<file path="config.mk">
export PLATFORM = sky130hd
export DESIGN_NAME = mipi_csi_rx_lane_deskew
export DESIGN_NICKNAME = d
export VERILOG_FILES = /design/src/rtl/mipi_csi_rx_pkg.sv /design/src/rtl/mipi_csi_rx_skew_line.sv /design/src/rtl/mipi_csi_rx_lane_deskew.sv
export SDC_FILE = /design/constraint.sdc
export NUM_CORES = 1
export LEC_CHECK = 0
export ABC_AREA = 0
export CORE_UTILIZATION = 35
export DETAILED_ROUTE_END_ITERATION = 7
export PLACE_DENSITY = 0.58
export RECOVER_POWER = 100
export SLEW_MARGIN = 0
export SYNTH_ARGS = -nofsm -noshare
export SYNTH_HDL_FRONTEND = slang
export SYNTH_SLANG_ARGS = --single-unit
</file>
<file path="constraint.sdc">
create_clock -name clk_i -period 2.5 [get_ports clk_i]
set_clock_uncertainty 0.15 [all_clocks]
set_input_delay 0.5 -clock clk_i [delete_from_list [all_inputs] [get_ports clk_i]]
set_output_delay 0.5 -clock clk_i [all_outputs]
set_load 0.02 [all_outputs]
</file>
<file path="src/rtl/mipi_csi_rx_pkg.sv">
// Shared types and limits for the CSI-2 receive lane deskew slice.
//   deskew_state_e   : deskew controller states
//   DESKEW_MAX_DEPTH : largest supported delay-line length
package mipi_csi_rx_pkg;

    typedef enum logic [1:0] {
        IDLE    = 2'd0,
        ALIGN   = 2'd1,
        STREAM  = 2'd2,
        RECOVER = 2'd3
    } deskew_state_e;

    localparam int unsigned DESKEW_MAX_DEPTH = 16;

endpackage

</file>
<file path="src/rtl/mipi_csi_rx_skew_line.sv">
// One lane's delay line of {valid, data} with a selectable output tap.
// Stage 0 is the input registered once; every stage shifts every cycle.
//   clk_i, reset_n_i : byte clock, async active-low reset
//   i_valid, i_data  : lane word from the PHY
//   i_tap            : stage index presented on the outputs
//   o_valid_c, o_data_c : combinational view of the tapped stage
module mipi_csi_rx_skew_line #(
    parameter int unsigned MIPI_GEAR   = 16,
    parameter int unsigned ALIGN_DEPTH = 8
) (
    input  logic                           clk_i,
    input  logic                           reset_n_i,
    input  logic                           i_valid,
    input  logic [MIPI_GEAR-1:0]           i_data,
    input  logic [$clog2(ALIGN_DEPTH)-1:0] i_tap,
    output logic                           o_valid_c,
    output logic [MIPI_GEAR-1:0]           o_data_c
);

    logic [ALIGN_DEPTH-1:0]                r_vld;
    logic [ALIGN_DEPTH-1:0][MIPI_GEAR-1:0] r_dat;

    // Free-running shift register
    always_ff @(posedge clk_i or negedge reset_n_i) begin
        if (!reset_n_i) begin
            r_vld <= '0;
            r_dat <= '0;
        end else begin
            r_vld <= {r_vld[ALIGN_DEPTH-2:0], i_valid};
            r_dat <= {r_dat[ALIGN_DEPTH-2:0], i_data};
        end
    end

    // Tap mux
    assign o_valid_c = r_vld[i_tap];
    assign o_data_c  = r_dat[i_tap];

endmodule

</file>
<file path="src/rtl/mipi_csi_rx_lane_deskew.sv">
// Per-lane deskew between the D-PHY word receivers and the CSI-2 decoder.
// Measures each lane's arrival offset at burst start and taps later stages
// of early lanes so all active lanes present word N on the same edge.
//   clk_i, reset_n_i : byte clock, async active-low reset
//   lanes_en_i       : active-lane mask, latched while idle
//   bytes_valid_i, lane_bytes_i : per-lane PHY words
//   lane_bytes_o, lane_valid_o  : aligned words (zero when not valid)
//   aligned_o        : streaming aligned data
//   err_skew_o       : pulse, skew too large to absorb
//   err_sync_o       : pulse, active lanes ended out of step (once per burst)
module mipi_csi_rx_lane_deskew
    import mipi_csi_rx_pkg::*;
#(
    parameter int unsigned MIPI_GEAR   = 16,
    parameter int unsigned MIPI_LANES  = 4,
    parameter int unsigned ALIGN_DEPTH = 8
) (
    input  logic                            clk_i,
    input  logic                            reset_n_i,
    input  logic [MIPI_LANES-1:0]           lanes_en_i,
    input  logic [MIPI_LANES-1:0]           bytes_valid_i,
    input  logic [MIPI_GEAR*MIPI_LANES-1:0] lane_bytes_i,
    output logic [MIPI_GEAR*MIPI_LANES-1:0] lane_bytes_o,
    output logic [MIPI_LANES-1:0]           lane_valid_o,
    output logic                            aligned_o,
    output logic                            err_skew_o,
    output logic                            err_sync_o
);

    localparam int unsigned TW = $clog2(ALIGN_DEPTH);

    if (ALIGN_DEPTH < 2 || ALIGN_DEPTH > DESKEW_MAX_DEPTH) begin : g_bad_depth
        $error("ALIGN_DEPTH out of range");
    end

    deskew_state_e                    r_state;
    logic [TW-1:0]                    r_cnt;
    logic [MIPI_LANES-1:0]            r_en;
    logic [MIPI_LANES-1:0]            r_seen;
    logic [MIPI_LANES-1:0][TW-1:0]    r_arr;
    logic [MIPI_LANES-1:0][TW-1:0]    r_tap;
    logic                             r_sync_flag;

    logic [MIPI_LANES-1:0]                w_tv;
    logic [MIPI_LANES-1:0][MIPI_GEAR-1:0] w_td;
    logic [MIPI_LANES-1:0]                w_tv_act;
    logic [MIPI_LANES-1:0]                w_idle_vld;
    logic [MIPI_LANES-1:0]                w_act_vld;
    logic [MIPI_LANES-1:0]                w_seen_nxt;
    logic [TW-1:0]                        w_last;
    logic [MIPI_LANES-1:0][TW-1:0]        w_tap_new;
    logic [MIPI_GEAR*MIPI_LANES-1:0]      w_out_data;

    // Per-lane delay lines
    for (genvar g = 0; g < MIPI_LANES; g++) begin : g_lane
        mipi_csi_rx_skew_line #(
            .MIPI_GEAR   (MIPI_GEAR),
            .ALIGN_DEPTH (ALIGN_DEPTH)
        ) u_line (
            .clk_i     (clk_i),
            .reset_n_i (reset_n_i),
            .i_valid   (bytes_valid_i[g]),
            .i_data    (lane_bytes_i[g*MIPI_GEAR +: MIPI_GEAR]),
            .i_tap     (r_tap[g]),
            .o_valid_c (w_tv[g]),
            .o_data_c  (w_td[g])
        );
    end

    // In IDLE the mask is being latched this cycle, so decide on the live mask
    assign w_idle_vld = bytes_valid_i & lanes_en_i;
    assign w_act_vld  = bytes_valid_i & r_en;
    assign w_seen_nxt = r_seen | w_act_vld;
    assign w_tv_act   = w_tv & r_en;

    // Tap = latest arrival minus own arrival; lanes first seen now get tap 0
    always_comb begin
        w_last     = r_cnt + TW'(1);
        w_tap_new  = '0;
        w_out_data = '0;
        for (int i = 0; i < MIPI_LANES; i++) begin
            w_tap_new[i] = r_seen[i] ? TW'(w_last - r_arr[i]) : '0;
            w_out_data[i*MIPI_GEAR +: MIPI_GEAR] = w_tv_act[i] ? w_td[i] : '0;
        end
    end

    // Deskew controller and registered outputs
    always_ff @(posedge clk_i or negedge reset_n_i) begin
        if (!reset_n_i) begin
            r_state      <= IDLE;
            r_cnt        <= '0;
            r_en         <= '0;
            r_seen       <= '0;
            r_arr        <= '0;
            r_tap        <= '0;
            r_sync_flag  <= 1'b0;
            lane_bytes_o <= '0;
            lane_valid_o <= '0;
            aligned_o    <= 1'b0;
            err_skew_o   <= 1'b0;
            err_sync_o   <= 1'b0;
        end else begin
            lane_bytes_o <= '0;
            lane_valid_o <= '0;
            aligned_o    <= 1'b0;
            err_skew_o   <= 1'b0;
            err_sync_o   <= 1'b0;
            case (r_state)
                IDLE: begin
                    r_en        <= lanes_en_i;
                    r_cnt       <= '0;
                    r_seen      <= '0;
                    r_arr       <= '0;
                    r_sync_flag <= 1'b0;
                    if (|w_idle_vld) begin
                        r_seen <= w_idle_vld;
                        if (w_idle_vld == lanes_en_i) begin
                            r_tap   <= '0;
                            r_state <= STREAM;
                        end else begin
                            r_state <= ALIGN;
                        end
                    end
                end
                ALIGN: begin
                    r_cnt  <= w_last;
                    r_seen <= w_seen_nxt;
                    for (int i = 0; i < MIPI_LANES; i++) begin
                        if (w_act_vld[i] && !r_seen[i]) r_arr[i] <= w_last;
                    end
                    // Arrival cnt+1 would no longer fit a tap at the last count
                    if (r_cnt == TW'(ALIGN_DEPTH - 1)) begin
                        err_skew_o <= 1'b1;
                        r_state    <= RECOVER;
                    end else if (w_seen_nxt == r_en) begin
                        r_tap   <= w_tap_new;
                        r_state <= STREAM;
                    end
                end
                STREAM: begin
                    lane_valid_o <= w_tv_act;
                    lane_bytes_o <= w_out_data;
                    aligned_o    <= |w_tv_act;
                    if (w_tv_act == '0) begin
                        r_state <= IDLE;
                    end else if (w_tv_act != r_en && !r_sync_flag) begin
                        err_sync_o  <= 1'b1;
                        r_sync_flag <= 1'b1;
                    end
                end
                RECOVER: begin
                    if (bytes_valid_i == '0) r_state <= IDLE;
                end
                default: r_state <= IDLE;
            endcase
        end
    end

endmodule
</file>
==> impl_metrics.csv <==
group,metric,value,unit
clock_network,cts-root-buf,"clkbuf_16",
floorplanning,num_rows,91,
timing,whs,0.199,ns
grt,grt_pass1_wl,67500,um
min_path,hp-start,"g_lane[3].u_line.r_dat[71]",
yosys,synth_fp_nets,1246,
clock_network,cts_resized,0,
timing,setup_violations,0,
floorplanning,initial_core_util,35.5,%
clock_network,cts_buffer_depth,3,
placement,place.gp.congestion,0.768,
yosys,synth_top_family_by_area,"multiplexers",
timing,worst_slew_pin_slew,1.43,ns
power_and_ir_drop,irDropWorstVdd,0.570,mV
route,drtAntennaViolNets,0,
yosys,yosys.area.top_type_share,74.3,%
worst_setup_path,crit_start,"bytes_valid_i[1]",
timing,fin_setup_tns,0,ns
floorplanning,die-height,253,um
grt,grt_remaining_overflow,0,
yosys,synthesis.area_per_instance,18.9,um2
layout,multi_input_area,5320,um2
clock_network,path_clk_slew,0.06,ns
floorplanning,core,61900,um2
layout,seqCellArea,16400,um2
clock_network,cts_setup_buffers,0,
worst_setup_path,required,2.81,ns
yosys,seq_area_frac_synth,74.3,%
route,via_per_inst,4.70,
route,first_pass_iters,4,
yosys,synth-adder-area-share,0.705,%
worst_setup_path,path_max_fanout,12,
clock_network,cts_buffers,70,
layout,num-nets-final,1479,
power_and_ir_drop,p_per_area,1060,nW/um2
timing,slew_viol_final,0,
placement,port_buffers,144,
floorplanning,die_area,63900,um2
worst_setup_path,critical_path_arrival,2.71,ns
yosys,muxShareOfSynthArea,18.2,%
outcome,outcome,"finished, final reports clean",
route,drc,0,
timing,final_hold_viol_count,0,
yosys,synthesis.instances,1162,
job,maxCapViolations,0,
clock_network,htree_levels,3,
min_path,min_path_type,"flop to flop",
layout,fillers,5456,
floorplanning,pin_count,145,
route,via_count,10700,
worst_setup_path,worstSetupStartpointType,"input port",
grt,antenna_found_initial,1,
placement,dp_slack,-0.331,ns
worst_setup_path,cp-end-kind,"flop",
placement,dp_hpwl,24700,um
yosys,yosysWarnings,0,
grt,grt.total_usage,13.5,%
timing,min_period_over_period,95.9,%
floorplanning,die_width,253,um
layout,finish.utilization,43.9,%
power_and_ir_drop,p_total,28800,uW
yosys,synthTopCellsByArea,"dfrtp_1, mux4_2, mux2i_1",
grt,grt_pass1_vias,12200,
yosys,synth_xor_area_share,0.319,%
timing,period_needed,2.40,ns
yosys,synth-simple-area-share,3.32,%
timing,rsz0062_at_grt,"false",
route,drt_iter0_markers,721,
yosys,synth_compound_area_share,1.88,%
route,routed_wl,40500,um
clock_network,cts.sinks,653,
worst_setup_path,crit_type,"input port to flop",
yosys,ys_ff_latch,653,
worst_setup_path,r2r-start,"r_tap[7]",
grt,grt_max_degree,91,
layout,num_antenna_cells,0,
timing,setup_ws,0.102,ns
timing,clock.fmax,417,MHz
yosys,synth_cell_types,53,
layout,syn_to_final_growth,23.6,%
yosys,netlist.top_cell.by_area,"dfrtp_1",
clock_network,clk_latency,0.59,ns
power_and_ir_drop,p_leak,0.0117,uW
timing,max_slew_margin,4.37,%
clock_network,cts_tree,"done",
yosys,syn_area,22000,um2
route,wl_per_cell,17.7,um
layout,drive_gt1_share,23.8,%
worst paths after layout:
| kind | end | slack [ns] | cells past startpoint |
|---|---|---|---|
| max | r_tap[3] | 0.10 | 7 |
| min in group asynchronous | g_lane[3].u_line.r_dat[60] | 0.61 | 2 |
| min | g_lane[3].u_line.r_dat[87] | 0.20 | 0 |
| min reg2reg | g_lane[3].u_line.r_dat[87] | 0.20 | 0 |
| max reg2reg | lane_bytes_o[47] | 0.14 | 6 |
| max in group asynchronous | g_lane[1].u_line.r_dat[47] | 0.30 | 4 |
logic make-up (layout without fill, tap and decap cells):
logic type               count (synthesis)  count (layout)
flip-flops                             653             653
adder cells (fa/ha/maj)                 10              10
AND/OR/NAND/NOR                        151             151
multiplexers                           231             231
AO/OA/AOI/OAI                           47              47
buffers and inverters                   62             349
XOR/XNOR                                 8               8
worst max-delay path, cell delays in order:
cell and delay (ns):
dlygate4sd3_1 0.65, nor3b_1 0.09, nor4_2 0.39, nand3b_2 0.17, a211oi_4 0.25, clkbuf_4 0.30, mux2_1 0.36
cells in the mapped netlist, drive strengths merged:
cell type / instances
mux4: 128
nor3b: 6
a32o: 2
ha: 6
o31ai: 4
xor2: 4
nand2b: 12
a221oi: 1
a41o: 1
nand2: 27
nor2: 82
dfrtp: 653
clkbuf: 25
a311oi: 1
mux2i: 70
xnor2: 4
nor2b: 9
nor4: 3
mux2: 33
a22o: 14
and2: 1
and3: 4
o21ai: 9
a211oi: 2
buf: 28
nand3b: 2
o21a: 1
o2111ai: 1
o211ai: 1
fa: 4
or2: 1
o41ai: 1
a2111oi: 5
inv: 9
nor4b: 4
o22ai: 4
where the power goes:
| part | total (uW) | internal (uW) | switching [uW] |
|---|---|---|---|
| sequential | 12000 | 11400 | 596 |
| combinational | 6180 | 3090 | 3090 |
| clock | 10600 | 6500 | 4070 |
state kept, by name (all words and copies together) (netlist names):
name                 flops
lane_valid_o             4
err_sync_o               1
r_sync_flag              1
aligned_o                1
r_arr                   12
r_seen                   4
r_state                  2
r_en                     4
g_lane.u_line.r_dat    512
lane_bytes_o            64
r_tap                   12
err_skew_o               1
r_cnt                    3
g_lane.u_line.r_vld     32
repair_timing:
action / 4_1_cts / 5_1_grt
endpoints found under the hold margin: 29 / 0
hold buffers: 1 / 0
setup endpoints to repair: 0 / 0
cell usage in the layout (no fill, tap or decap), types with 18 or more instances in the layout:
master / instances
clkbuf_1: 21
nand2_1: 26
buf_4: 30
dfrtp_1: 645
clkbuf_8: 19
clkbuf_16: 74
mux4_2: 128
mux2i_1: 70
nor2_1: 82
dlygate4sd3_1: 139
mux2_2: 18
metrics by stage:
stage / std cells / area (um2)
2_1_floorplan: 1162 / 22000
3_3_place_gp: 2159 / 24900
3_5_place_dp: 2159 / 24900
4_1_cts: 2286 / 27400
5_1_grt: 2286 / 27200
6_report: 2286 / 27200
per-layer routing:
metal  up-vias  part of all wire, %  GRT usage, %  wire (um)
met3        82                  3.3          2.63       1330
met4         0                  3.1          5.66       1270
met1      5863                   46          18.7      18600
met2       176                   48          20.9      19300
met5         -                    0             0          0
li1       4616                    -             -          -
area by class of cell:
cell class                 instances  area share, %
sequential                       653           60.1
multi-input combinational        447           19.6
clock buffer                     104           7.92
timing repair buffer             214           7.40
tap                              837           3.85
clock inverter                    22          0.994
inverter                           9          0.124
Note: power is estimated with default switching activity, not from simulation.
